File: src/rtl/led_timing_pkg.sv
// Shared types, default timing constants and width helper for the LED frame timing core.
package led_timing_pkg;

  // Frame sequencer states.
  typedef enum logic [1:0] {
    IDLE   = 2'd0,
    STREAM = 2'd1,
    LATCH  = 2'd2
  } frame_state_e;

  // Default timing for a 12 MHz clock driving a 60-LED strip at 60 Hz.
  localparam int unsigned DEF_SEGMENT_DIV      = 4;
  localparam int unsigned DEF_SEGMENTS_PER_BIT = 4;
  localparam int unsigned DEF_BITS_PER_LED     = 24;
  localparam int unsigned DEF_LEDS_PER_FRAME   = 60;
  localparam int unsigned DEF_RESET_BITS       = 40;
  localparam int unsigned DEF_FRAME_DIV        = 200000;

  // Counter width for a modulus, never narrower than one bit.
  function automatic int unsigned clog2_w(input int unsigned n);
    return (n < 2) ? 1 : $clog2(n);
  endfunction

endpackage

File: src/rtl/strobe_divider.sv
// Modulo-DIV counter with clear/advance and a registered terminal-count flag.
// last_next_c exposes the flag value for the next cycle so callers can
// build registered strobes aligned with the terminal cycle.
module strobe_divider
  import led_timing_pkg::*;
#(
  parameter int unsigned DIV = 4
) (
  input  logic                      clk,
  input  logic                      rst,
  input  logic                      clear,
  input  logic                      advance,
  output logic [clog2_w(DIV)-1:0]   count,
  output logic                      last,
  output logic                      last_next_c
);

  localparam int unsigned CW = clog2_w(DIV);

  logic [CW-1:0] count_q, count_d;
  logic          last_q, last_d;

  // Next count: clear wins, otherwise wrap at DIV-1 when advancing.
  always_comb begin
    count_d = count_q;
    if (clear) begin
      count_d = '0;
    end else if (advance) begin
      count_d = last_q ? '0 : count_q + CW'(1);
    end
    last_d = (count_d == CW'(DIV - 1));
  end

  // Count and terminal flag registers.
  always_ff @(posedge clk or posedge rst) begin
    if (rst) begin
      count_q <= '0;
      last_q  <= 1'b0;
    end else begin
      count_q <= count_d;
      last_q  <= last_d;
    end
  end

  assign count       = count_q;
  assign last        = last_q;
  assign last_next_c = last_d;

endmodule

File: src/rtl/led_frame_timing_generator.sv
// Single-clock LED frame timing core: segment/bit/LED enable strobes and a
// STREAM -> LATCH -> IDLE frame sequencer started by a free-running frame tick.
// Optional feature: define LED_FRAME_OVERRUN_EN to add the sticky frame_overrun flag.
module led_frame_timing_generator
  import led_timing_pkg::*;
#(
  parameter int unsigned SEGMENT_DIV      = DEF_SEGMENT_DIV,
  parameter int unsigned SEGMENTS_PER_BIT = DEF_SEGMENTS_PER_BIT,
  parameter int unsigned BITS_PER_LED     = DEF_BITS_PER_LED,
  parameter int unsigned LEDS_PER_FRAME   = DEF_LEDS_PER_FRAME,
  parameter int unsigned RESET_BITS       = DEF_RESET_BITS,
  parameter int unsigned FRAME_DIV        = DEF_FRAME_DIV
) (
  input  logic                                 clock_12mhz,
  input  logic                                 reset,
  input  logic                                 enable,
  output logic                                 frame_start,
  output logic                                 bit_segment_strobe,
  output logic                                 bit_strobe,
  output logic                                 led_strobe,
  output logic [clog2_w(BITS_PER_LED)-1:0]     bit_index,
  output logic [clog2_w(LEDS_PER_FRAME)-1:0]   led_index,
  output logic                                 encoder_reset,
  output logic                                 busy
`ifdef LED_FRAME_OVERRUN_EN
  ,
  output logic                                 frame_overrun
`endif
);

  localparam int unsigned BIT_W     = clog2_w(BITS_PER_LED);
  localparam int unsigned LED_W     = clog2_w(LEDS_PER_FRAME);
  localparam int unsigned SEG_W     = clog2_w(SEGMENT_DIV);
  localparam int unsigned BSEG_W    = clog2_w(SEGMENTS_PER_BIT);
  localparam int unsigned LATCH_DIV = RESET_BITS * SEGMENT_DIV * SEGMENTS_PER_BIT;
  localparam int unsigned LATCH_W   = clog2_w(LATCH_DIV);
  localparam int unsigned FRAME_W   = clog2_w(FRAME_DIV);
  localparam int unsigned FRAME_LEN = SEGMENT_DIV * SEGMENTS_PER_BIT * BITS_PER_LED * LEDS_PER_FRAME;

  // A frame that cannot finish streaming before the next tick is a configuration error.
  if (FRAME_LEN >= FRAME_DIV) begin : g_frame_len_check
    $error("led_frame_timing_generator: frame length %0d must be below FRAME_DIV %0d",
           FRAME_LEN, FRAME_DIV);
  end

  frame_state_e state_q, state_d;

  logic frame_start_q, frame_start_d;
  logic seg_strobe_q, seg_strobe_d;
  logic bit_strobe_q, bit_strobe_d;
  logic led_strobe_q, led_strobe_d;
  logic encoder_reset_q, encoder_reset_d;
  logic busy_q, busy_d;

  logic stream_q, stream_d, latch_q, latch_d;
  logic frame_done_c;

  logic               frame_tick;
  logic               seg_last, seg_last_next;
  logic               bseg_last, bseg_last_next;
  logic [BIT_W-1:0]   bit_cnt;
  logic               bit_last, bit_last_next;
  logic [LED_W-1:0]   led_cnt;
  logic               led_last;
  logic               latch_last;

  logic [SEG_W-1:0]   seg_cnt_unused;
  logic [BSEG_W-1:0]  bseg_cnt_unused;
  logic               led_last_next_unused;
  logic [LATCH_W-1:0] latch_cnt_unused;
  logic               latch_last_next_unused;
  logic [FRAME_W-1:0] frame_cnt_unused;
  logic               frame_last_next_unused;

  assign stream_q     = (state_q == STREAM);
  assign stream_d     = (state_d == STREAM);
  assign latch_q      = (state_q == LATCH);
  assign latch_d      = (state_d == LATCH);
  assign frame_done_c = seg_last & bseg_last & bit_last & led_last;

  // Free-running frame timer; terminal count is the frame tick.
  strobe_divider #(.DIV(FRAME_DIV)) u_frame_div (
    .clk(clock_12mhz), .rst(reset), .clear(1'b0), .advance(1'b1),
    .count(frame_cnt_unused), .last(frame_tick), .last_next_c(frame_last_next_unused)
  );

  // Clock cycles within a segment.
  strobe_divider #(.DIV(SEGMENT_DIV)) u_seg_div (
    .clk(clock_12mhz), .rst(reset), .clear(~stream_d), .advance(stream_q),
    .count(seg_cnt_unused), .last(seg_last), .last_next_c(seg_last_next)
  );

  // Segments within a bit.
  strobe_divider #(.DIV(SEGMENTS_PER_BIT)) u_bseg_div (
    .clk(clock_12mhz), .rst(reset), .clear(~stream_d), .advance(seg_last),
    .count(bseg_cnt_unused), .last(bseg_last), .last_next_c(bseg_last_next)
  );

  // Bits within an LED; count is the MSB-first bit index.
  strobe_divider #(.DIV(BITS_PER_LED)) u_bit_div (
    .clk(clock_12mhz), .rst(reset), .clear(~stream_d), .advance(seg_last & bseg_last),
    .count(bit_cnt), .last(bit_last), .last_next_c(bit_last_next)
  );

  // LEDs within a frame.
  strobe_divider #(.DIV(LEDS_PER_FRAME)) u_led_div (
    .clk(clock_12mhz), .rst(reset), .clear(~stream_d),
    .advance(seg_last & bseg_last & bit_last),
    .count(led_cnt), .last(led_last), .last_next_c(led_last_next_unused)
  );

  // Latch duration counter.
  strobe_divider #(.DIV(LATCH_DIV)) u_latch_div (
    .clk(clock_12mhz), .rst(reset), .clear(~latch_d), .advance(latch_q),
    .count(latch_cnt_unused), .last(latch_last), .last_next_c(latch_last_next_unused)
  );

  // Frame sequencer next state; enable matters only on the tick cycle.
  always_comb begin
    state_d       = state_q;
    frame_start_d = 1'b0;
    case (state_q)
      IDLE: begin
        if (frame_tick && enable) begin
          state_d       = STREAM;
          frame_start_d = 1'b1;
        end
      end
      STREAM: begin
        if (frame_done_c) state_d = LATCH;
      end
      LATCH: begin
        if (latch_last) state_d = IDLE;
      end
      default: state_d = IDLE;
    endcase
  end

  // Registered strobes built from next-cycle terminal flags so they land on the terminal cycle.
  always_comb begin
    seg_strobe_d    = seg_last_next;
    bit_strobe_d    = seg_last_next & bseg_last_next;
    led_strobe_d    = seg_last_next & bseg_last_next & bit_last_next;
    encoder_reset_d = latch_d;
    busy_d          = (state_d != IDLE);
  end

  // State and output registers.
  always_ff @(posedge clock_12mhz or posedge reset) begin
    if (reset) begin
      state_q         <= IDLE;
      frame_start_q   <= 1'b0;
      seg_strobe_q    <= 1'b0;
      bit_strobe_q    <= 1'b0;
      led_strobe_q    <= 1'b0;
      encoder_reset_q <= 1'b0;
      busy_q          <= 1'b0;
    end else begin
      state_q         <= state_d;
      frame_start_q   <= frame_start_d;
      seg_strobe_q    <= seg_strobe_d;
      bit_strobe_q    <= bit_strobe_d;
      led_strobe_q    <= led_strobe_d;
      encoder_reset_q <= encoder_reset_d;
      busy_q          <= busy_d;
    end
  end

`ifdef LED_FRAME_OVERRUN_EN
  logic frame_overrun_q, frame_overrun_d;

  // Sticky flag for ticks dropped because a frame or latch was still running.
  always_comb begin
    frame_overrun_d = frame_overrun_q | (frame_tick & (state_q != IDLE));
  end

  // Overrun flag register, cleared only by reset.
  always_ff @(posedge clock_12mhz or posedge reset) begin
    if (reset) frame_overrun_q <= 1'b0;
    else       frame_overrun_q <= frame_overrun_d;
  end

  assign frame_overrun = frame_overrun_q;
`endif

  assign frame_start        = frame_start_q;
  assign bit_segment_strobe = seg_strobe_q;
  assign bit_strobe         = bit_strobe_q;
  assign led_strobe         = led_strobe_q;
  assign bit_index          = bit_cnt;
  assign led_index          = led_cnt;
  assign encoder_reset      = encoder_reset_q;
  assign busy               = busy_q;

endmodule

File: config.mk
export PLATFORM = sky130hd
export DESIGN_NAME = led_frame_timing_generator
export DESIGN_NICKNAME = d
export VERILOG_FILES = /design/src/rtl/led_timing_pkg.sv /design/src/rtl/strobe_divider.sv /design/src/rtl/led_frame_timing_generator.sv
export SDC_FILE = /design/constraint.sdc
export NUM_CORES = 1
export LEC_CHECK = 0
export BUFFER_PORTS_ARGS = -buffer_cell sky130_fd_sc_hd__buf_2
export CAP_MARGIN = 30
export CORE_ASPECT_RATIO = 0.8
export CORE_MARGIN = 1.5
export CORE_UTILIZATION = 25
export CTS_CLUSTER_SIZE = 25
export DETAILED_ROUTE_END_ITERATION = 10
export GPL_TIMING_DRIVEN = 1
export PLACE_DENSITY = 0.39
export SLEW_MARGIN = 20
export SYNTH_ARGS = -nofsm -noshare
export SYNTH_HDL_FRONTEND = slang
export SYNTH_SLANG_ARGS = --single-unit
File: constraint.sdc
create_clock -name clock_12mhz -period 2.2 [get_ports clock_12mhz]
set_clock_uncertainty 0.1 [all_clocks]
set_input_delay 0.22 -clock clock_12mhz [delete_from_list [all_inputs] [get_ports clock_12mhz]]
set_output_delay 0.22 -clock clock_12mhz [all_outputs]
set_load 0.05 [all_outputs]
**Word-level counts from Yosys, hierarchy flattened**

Cells that the tools add are included.

- Register bits: 56
- Bits in latches: 0
- Bits in writable memories: 0
- ROM bits: 0
- Output and inout bits: 17
- Word-level logic and storage cells: 64
- Memories: 0

- Add/subtract/negate cells: 6
- Multiply operators: 0
- Divide/modulo/power cells: 0
- Order comparisons: 0
- Equal/unequal tests: 10
- Shift-type cells: 0
- Muxes and demuxes: 22
- Bitwise logic cells: 5
- Reduce and logical (&&, ||, !) cells: 3

Operator list:

| cell | count |
|---|---|
| 2-to-1 mux 10 bit | 3 |
| adder 18 x 1 -> 18 bit, second input constant | 1 |
| equality test 18 bit, second input constant | 1 |
| 2-to-1 mux 18 bit | 1 |
| 2-to-1 mux 2 bit | 9 |
| 2-to-1 mux 6 bit | 3 |
| 2-to-1 mux 5 bit | 3 |
| adder 10 x 1 -> 10 bit, second input constant | 1 |
| equality test 10 bit, second input constant | 1 |
| equality test 2 bit, second input constant | 4 |
| adder 6 x 1 -> 6 bit, second input constant | 1 |
| equality test 6 bit, second input constant | 1 |
| case mux 2 bit (3 select lines) | 1 |
| adder 5 x 1 -> 5 bit, second input constant | 1 |
| AND 1 bit | 5 |
| equality test 5 bit, second input constant | 1 |
| adder 2 x 1 -> 2 bit, second input constant | 2 |
| equality test 2 x 1 -> 1 bit, second input constant | 2 |
| zero test 2 bit | 1 |
| 2-to-1 mux 1 bit | 2 |
| nonzero test 2 bit | 1 |
| logical AND 1 bit | 1 |

**Depth between registers and ports, before layout**

Gate-level depths: netlist of the first run.

- Depth after elaboration: 10
- Depth in mapped cells: 7
- Depth with buffers taken out: 6

**Modules after synthesis**

From an unflattened synthesis of the first run, not the netlist that was laid out.

- Cell total of the unflattened synthesis: 298
- Area, all modules: 3055.4 sq um

By module, submodules not included:

| module | times used | cells each | area each (sq um) | sequential area each (sq um) |
|---|---|---|---|---|
| strobe_divider (u_frame_div) | 1 | 118 | 1137.3 | 475.5 |
| strobe_divider (u_latch_div) | 1 | 56 | 583.1 | 275.3 |
| strobe_divider (u_led_div) | 1 | 44 | 432.9 | 175.2 |
| led_frame_timing_generator | 1 | 28 | 324.1 | 200.2 |
| strobe_divider (u_bit_div) | 1 | 28 | 307.8 | 150.1 |
| strobe_divider (u_bseg_div ...) | 2 | 12 | 135.1 | 75.1 |

**Worst setup path before layout of the first run**

OpenSTA, ideal clock, no wires.

- Path kind: register to register
- From: register u_seg_div.last_q, in the netlist u_seg_div.last
- To: register u_latch_div.last_q, in the netlist u_latch_div.last
- Library setup time: 0.095 ns
- Arrival: 1.867 ns
- Data required time: 2.005 ns
- Setup slack: 0.138 ns
- Stages on the path, launching flop included: 6
- Buffers on the path: 1
- Clock period less this slack: 2.062 ns
- Cells stage by stage: dfrtp_1 -> buf_2 -> nand4_1 -> o22a_1 -> or3b_1 -> nor4b_2

- Longest elaborated chain between the ends: 8

Ends and longest elaborated chain:

| item | RTL line | RTL |
|---|---|---|
| start, declared | strobe_divider.sv:21 | `logic last_q, last_d;` |
| start signal, assigned | strobe_divider.sv:41 | `last_q <= last_d;` |
| AND 1 bit (3 in series) | led_frame_timing_generator.sv:79 | `assign frame_done_c = seg_last & bseg_last & bit_last & led_last;` |
| 2-to-1 mux 2 bit | led_frame_timing_generator.sv:130 | `if (frame_done_c) state_d = LATCH;` |
| case mux 2 bit (3 select lines) | led_frame_timing_generator.sv:122 | `case (state_q)` |
| equality test 2 bit | led_frame_timing_generator.sv:78 | `assign latch_d = (state_d == LATCH);` |
| 2-to-1 mux 10 bit | strobe_divider.sv:26 | `if (clear) begin` |
| equality test 10 bit | strobe_divider.sv:31 | `last_d = (count_d == CW'(DIV - 1));` |
| net latch_last_next_unused | led_frame_timing_generator.sv:71 | `logic latch_last_next_unused;` |
| end signal, assigned | strobe_divider.sv:41 |  |
| end, declared | strobe_divider.sv:21 |  |

The timed path passes the listed nets, and every way through them passes these cells.

**Worst setup path in the final report of the first run**

- From: register u_seg_div.last_q, in the netlist u_seg_div.last
- To: register u_led_div.last_q, in the netlist u_led_div.last

- Longest elaborated chain between the ends: 8
- Elaborated cells between the ends (all ways): 9
- Those cells by class: 2 x eq/ne; 4 x mux; 3 x bitwise

Ends and longest elaborated chain:

| item | RTL line | RTL |
|---|---|---|
| AND 1 bit * (2 in series) | led_frame_timing_generator.sv:79, led_frame_timing_generator.sv:108 |  |
| AND 1 bit | led_frame_timing_generator.sv:79 |  |
| 2-to-1 mux 2 bit | led_frame_timing_generator.sv:130 |  |
| case mux 2 bit (3 select lines) | led_frame_timing_generator.sv:122 |  |
| equality test 2 x 1 -> 1 bit | led_frame_timing_generator.sv:76 | `assign stream_d = (state_d == STREAM);` |
| 2-to-1 mux 6 bit * | strobe_divider.sv:26 |  |
| net u_led_div.count_d[1] | strobe_divider.sv:20 | `logic [CW-1:0] count_q, count_d;` |
| equality test 6 bit * | strobe_divider.sv:31 |  |
| net led_last_next_unused | led_frame_timing_generator.sv:69 | `logic led_last_next_unused;` |
| end signal, assigned | strobe_divider.sv:41 |  |
| end, declared | strobe_divider.sv:21 |  |

Mark *: on every way through the listed nets, which the timed path passes. The rest lies on a longest branch.

==> results of run 1 <==
-- cell type report --
class / count / area [um2] / share of cell area, %
Clock buffer: 6 / 128.9 / 3.874
Clock inverter: 1 / 5.005 / 0.1504
Inverter: 8 / 30.03 / 0.9026
Timing Repair Buffer: 32 / 207.7 / 6.243
Multi-Input combinational cell: 209 / 1374 / 41.29
Tap cell: 144 / 180.2 / 5.416
Sequential cell: 56 / 1401 / 42.12
-- layer usage --
metal  part of all wire, %  track usage, %  vias to the layer above
met4                   1.7           4.615                        0
li1                      -               -                     1057
met1                    55           17.49                     1052
met5                     0               0                        -
met2                    40           15.30                       32
met3                   3.1           2.278                        8
-- final timing paths --
path / to / slack [ns]
setup reg to reg: u_led_div.last / 0.14
min in group asynchronous: u_latch_div.count[7] / 0.35
max in group asynchronous: u_bit_div.count[4] / 1.10
hold / removal: frame_start / 0.21
hold reg to reg: u_bseg_div.last / 0.42
setup / recovery: u_led_div.last / 0.14
-- cells by family (layout without fill, tap and decap cells) --
group | Yosys count | after routing | share of synthesized area, %
AND/OR/NAND/NOR | 139 | 139 | 28.72
flip-flops | 56 | 56 | 49.49
XOR/XNOR | 29 | 29 | 8.970
buffers and inverters | 16 | 47 | 2.431
AO/OA/AOI/OAI | 33 | 33 | 7.203
multiplexers | 4 | 4 | 1.414
adder cells (fa/ha/maj) | 4 | 4 | 1.768
-- sequential cells by signal, summed over array words and instances (netlist names), 2 cells and up --
name               cells
u_frame_div.count     18
u_latch_div.count     10
u_led_div.count        6
u_bit_div.count        5
state_q                2
u_bseg_div.count       2
u_seg_div.count        2
-- power by group through the flow --
stage          clock [uW]  combinational, uW  sequential (uW)
6_report              775               29.8             1030
3_3_place_gp            0               31.5             1050
4_1_cts               819               33.0             1030
5_1_grt               859               36.3             1030
3_5_place_dp            0               31.6             1050
2_1_floorplan           0               15.1             1050
-- placed cells by master (no fill, tap or decap), drive strengths merged, types with 5 or more instances in the layout --
cell    synthesis  routed
dfrtp          56      56
nor2           35      35
buf             6      31
xor2           18      18
nand2          16      16
a21oi          15      15
nand4          14      14
and3           11      11
xnor2          11      11
o21ai           9       9
nor3            9       9
nand3           9       9
inv             8       8
and2            7       7
clkbuf          2       6
nor2b           5       5
-- per-stage QoR --
stage	instances	worst slack, ns
after detailed placement	448	0.1076
after global placement	448	0.1721
final	456	0.1420
after floorplan	281	0.1380
after CTS	456	0.08397
after global routing	456	0.02986
-- what timing repair did --
| action | CTS | global route |
|---|---|---|
| setup endpoints to repair | 0 | 1 |
| hold buffers | 1 | 0 |
| hold endpoints to repair | 14 | 0 |
| resized for setup | 0 | 2 |
==> results.md, run 1 <==
* Status: finished clean
* FF-to-FF Start: u_seg_div.last
* Power Density at 551.1 nW/um2
* Crit start category: flip-flop
* Clk Latency, worst-skew pair at roughly 0.29 ns
* WS Path Type: flip-flop to flip-flop
* Synth top cells by count: 56 x dfrtp_1, 35 x nor2_1, 18 x xor2_1
* Fmax at 485.9 MHz
* Switching power total at 382.0 uW
* CTS Root Buffer Type: clkbuf_16
* Yosys top cell by area: dfrtp_1
* Final instance area at 3327 um2
* Setup tns final at 0 ns
* Die ar. at 11980 um2
* Synth top area share at 49.49%
* WHS Path Cells at 2
* Routability cong. at between 0.7 and 0.8
* Post-synth top flop: dfrtp_1
* Antenna viol nets, final at 0
* Rel. slew slack at a little under three quarters
* Post-CTS Setup Inserts at 0
* Final setup fails at 0
* Core area at 10930 um2
* Number of inserted diodes at 0
* Crit path DAT at 2.11 ns
* Cell Int Power at 1452 uW
* Flop pwr share at 56.1%
* Post-DP HPWL at 4548 um
* RSZ-0062 raised after global routing: no
* Fillers at about 1100
* Setup crit end kind: flip-flop
* Comb power frac at 1.6%
* Worst Tran Pin Value at 0.4199 ns
* DR vias/cell at 4.713
* Avg Inst Size Synth at 10.08 um2
* Reg2reg path depth at 5
* Final wirelength at 6302 um
* Worst-path cell chain: and3_1, nand3b_1, a21boi_1, nand2_1, nor4bb_1
* Initial DRC count at 101
* Hold Path Class: input pin to flip-flop
* Clock H-tree levels at 2
* Port buffer count at 19
* Final hold violations at 0
* Hold Path Origin: enable
* Net Sw Frac at 20.83%
* Fin util at 30.43%
* P_leak at 0.001470 uW
* Netlist cell types at 51
* Layout cell share with drive strength beyond 1 at 16.99%
* Per-cell routed wire length at 13.82 um
* Crit-path max cell delay at 0.54 ns
* WP buf/inv at 0
* Ys async rst share at 100.0%
* Period minus WS final at 2.058 ns
* Post-synth EDFFs at 0
* Initial antenna violation count at 0
* Worst EP required at about 2.3 ns
* DRC viols at 0
* Clk pin slew, worst setup/hold paths at about 0.070 ns
* Gr ovfl total at 0
* Synth area leaders: dfrtp_1 49%, xor2_1 5.6%, nor2_1 4.6%
* Number of clock sinks at between 50 and 60
* #FFs+latches synth at 56
* Total power at roughly 1800 uW
* Clk pwr share at 42.3%
* Detailed Routing Iterations Pass 1 at 5
* I/O pins at 20
* Largest net degree at the start of global routing at 28
* Area Overhead vs Synth at 17.50%
* Placement Rows at 34
* CTS tree: built
* CP max stage cell: dfrtp_1
* CP Depth at 5
* Critical Path Start: u_seg_div.last
* Placed Instance Area at around 3200 um2
* Max Slew Vio Count at 0
* Die Y at around 98 um
* Syn_nets at 288
* Initial core utilization at 25.90%
* Critical path fanouts, max at 11
* Sequential fraction of the synthesis area at 49.49%
* Total CTS buffers at 5
* CP delay by family, top: simple AND/OR/NAND/NOR gates
* Via Count at around 2100
* Total global-route track usage at between 10% and 20%
* Netlist Area Pre-Place at ~2800 um2
* Top-count cell post-synth: dfrtp_1
* YS warnings at 0
* Post-Syn Instances at ~280
* Hold Slack at 0.2112 ns
* Die Width at 122.0 um
* Vias in the first global route at 2074
* Layout Nets at 319
* CTS Buffer Depth at 2
* Peak supply drop at 0.2401 mV
* Fin crit share at slightly above 90%
* First-pass GRT wire length at 10590 um
* Max Cap Violations at 0
Power figures use the tool's default switching activity.
==> inputs of run 2 (changes only) <==
- SETUP_SLACK_MARGIN: default -> 0.2
==> results.md, run 2 (synthesis results as in run 1) <==
* Final setup fails at 0 (unchanged)
* Cell Int Power at 1491 uW (+2.7%)
* RSZ-0062 raised after global routing: yes
* Net Sw Frac at 20.85% (about the same)
* Initial core utilization at 25.90% (unchanged)
* Crit path DAT at 2.05 ns (-0.06 ns)
* WHS Path Cells at 2 (unchanged)
* Total CTS buffers at 5 (unchanged)
* Clk pwr share at 43.9% (+1.6 points)
* Switching power total at 392.6 uW (+2.8%)
* Hold Path End: frame_start
* Clk pin slew, worst setup/hold paths at 0.07 ns (about the same)
* Flop pwr share at 54.6% (-1.5 points)
* Crit start category: flip-flop
* Per-cell routed wire length at 13.70 um (-0.85%)
* Power Density at 549.6 nW/um2 (-0.28%)
* Clock H-tree levels at 2 (unchanged)
* Setup crit end kind: flip-flop
* Max Slew Vio Count at 0 (unchanged)
* Layout cell share with drive strength beyond 1 at 23.05% (+6.1 points)
* Rel. slew slack at 74.03% (+2.4 points)
* Reg2reg path depth at 5 (unchanged)
* CTS Buffer Depth at 2 (unchanged)
* Via Count at 2146 (-0.14%)
* Final wirelength at 6372 um (+1.1%)
* CTS Root Buffer Type: clkbuf_16
* Number of clock sinks at 56 (unchanged)
* DRC viols at 0 (unchanged)
* Routability cong. at 0.7159 (-1.8%)
* Worst EP required at 2.30 ns (+0.05 ns)
* Number of inserted diodes at 0 (unchanged)
* Die Width at 122.0 um (unchanged)
* Setup tns final at 0 ns (unchanged)
* Total global-route track usage at 11.37% (-0.015 points)
* Critical path fanouts, max at 7 (-4)
* Peak supply drop at 0.2044 mV (-15%)
* Area Overhead vs Synth at 21.03%
* First-pass GRT wire length at 10500 um (-0.85%)
* FF-to-FF Start: u_frame_div.count[3]
* Initial DRC count at 56 (-45%)
* Final hold violations at 0 (unchanged)
* Worst reg-to-reg setup slack at 0.25 ns (+0.11 ns)
* Antenna viol nets, final at 0 (unchanged)
* Core area at 10930 um2 (unchanged)
* Die ar. at 11980 um2 (unchanged)
* Detailed Routing Iterations Pass 1 at 4 (-1)
* Gr ovfl total at 0 (unchanged)
* Hold Slack at 0.2021 ns (-0.009120 ns)
* Critical register-to-register path endpoint: u_frame_div.last
* Commonest non-fill, non-tap cells in the layout: 49 x dfrtp_1, 35 x nor2_1, 19 x buf_2, 19 x buf_4, 18 x xor2_1
* Comb power frac at 1.5% (about the same)
* Period minus WS final at 1.950 ns (-0.1075 ns)
* Die Y at 98.19 um (unchanged)
* Vias in the first global route at 2042 (-1.5%)
* Hold Path Class: input pin to flip-flop
* Port buffer count at 19 (unchanged)
* Max Cap Violations at 0 (unchanged)
* Fmax at 512.7 MHz (+5.5%)
* Initial antenna violation count at 0 (unchanged)
* Hold Path Origin: enable
* Multi-input logic area at 1393 um2 (+1.4%)
* I/O pins at 20 (unchanged)
* Status: finished clean
* Worst Tran Pin Value at 0.3895 ns (-0.03046 ns)
* WS Path Type: flip-flop to flip-flop
* Placement Rows at 34 (unchanged)
* P_leak at 0.001505 uW (+2.4%)
* Most common cell after layout, fill and taps aside: dfrtp_1
* Fillers at 1137 (+1.6%)
* Layout Nets at 327 (+2.5%)
* Max reg flops at 18 (unchanged)
* Fin crit share at 88.66% (-4.9 points)
* Clk Latency, worst-skew pair at 0.30 ns (about the same)
* Largest net degree at the start of global routing at 57 (+100%)
* CTS tree: built
* Post-DP HPWL at 4319 um (-5.0%)
* DR vias/cell at 4.615 (-2.1%)
* Reg area at 1410 um2 (+0.63%)
run 2: power by group through the flow:
stage               clock network, uW  registers, uW  logic, uW
global placement                    0           1050       30.3
detailed placement                  0           1050       30.1
finish                            827           1030       28.4
global route                      908           1030       33.9
floorplan                           0           1050       15.1
CTS                               870           1030       31.5
run 2: what timing repair did:
| item | CTS | global route |
|---|---|---|
| setup endpoints to repair | 1 | 3 |
| pin swaps | 0 | 4 |
| setup buffers | 3 | 8 |
| gates cloned | 0 | 0 |
| resized for setup | 3 | 11 |
| endpoints found under the hold margin | 56 | 0 |
| hold buffers | 1 | 0 |
run 2: stage by stage:
step                total power, uW  utilization [%]  setup WS [ns]  area [um2]  std cells
finish                         1883            31.35         0.2495        3427        465
global route                   1970            31.35         0.1261        3427        465
CTS                            1930            30.57         0.2014        3342        457
detailed placement             1079            28.81         0.1023        3149        445
global placement               1079            28.81         0.1644        3149        445
floorplan                      1064                -         0.2371        2833        281
run 2: layout make-up:
type	instances	area share [%]
clock buffers	8	4.272
inverters	8	0.8762
multi-input cells	209	40.64
flip-flops and latches	56	41.15
well taps	144	5.257
repair buffers	40	7.813
run 2: how the worst max path moves through the flow:
| stage | from | to | slack (ns) | depth (start not counted) |
|---|---|---|---|---|
| 2_1_floorplan | u_frame_div.count[0] | u_frame_div.last | 0.24 | 6 |
| 3_3_place_gp | u_frame_div.count[0] | u_frame_div.last | 0.16 | 6 |
| 3_5_place_dp | u_frame_div.count[0] | u_frame_div.last | 0.10 | 6 |
| 4_1_cts | u_frame_div.count[1] | u_frame_div.last | 0.20 | 5 |
| 5_1_grt | u_frame_div.count[9] | u_frame_div.last | 0.13 | 5 |
| 6_report | u_frame_div.count[3] | u_frame_div.last | 0.25 | 5 |
run 2: metal layers:
| metal | wire length [um] | track usage (%) | up-vias | part of all wire [%] |
|---|---|---|---|---|
| met1 | 3364 | 16.36 | 1035 | 53 |
| met3 | 178 | 3.505 | 6 | 2.8 |
| met2 | 2753 | 16.34 | 23 | 43 |
| met5 | 0 | 0 | - | 0 |
| met4 | 77 | 3.258 | 0 | 1.2 |
| li1 | - | - | 1082 | - |
run 2: critical path: stages, from the launching register on:
cell and delay [ns]:
dfrtp_1 0.45, nand3_2 0.20, nor3_4 0.09, and4_4 0.21, or3b_2 0.45, a2111oi_2 0.35
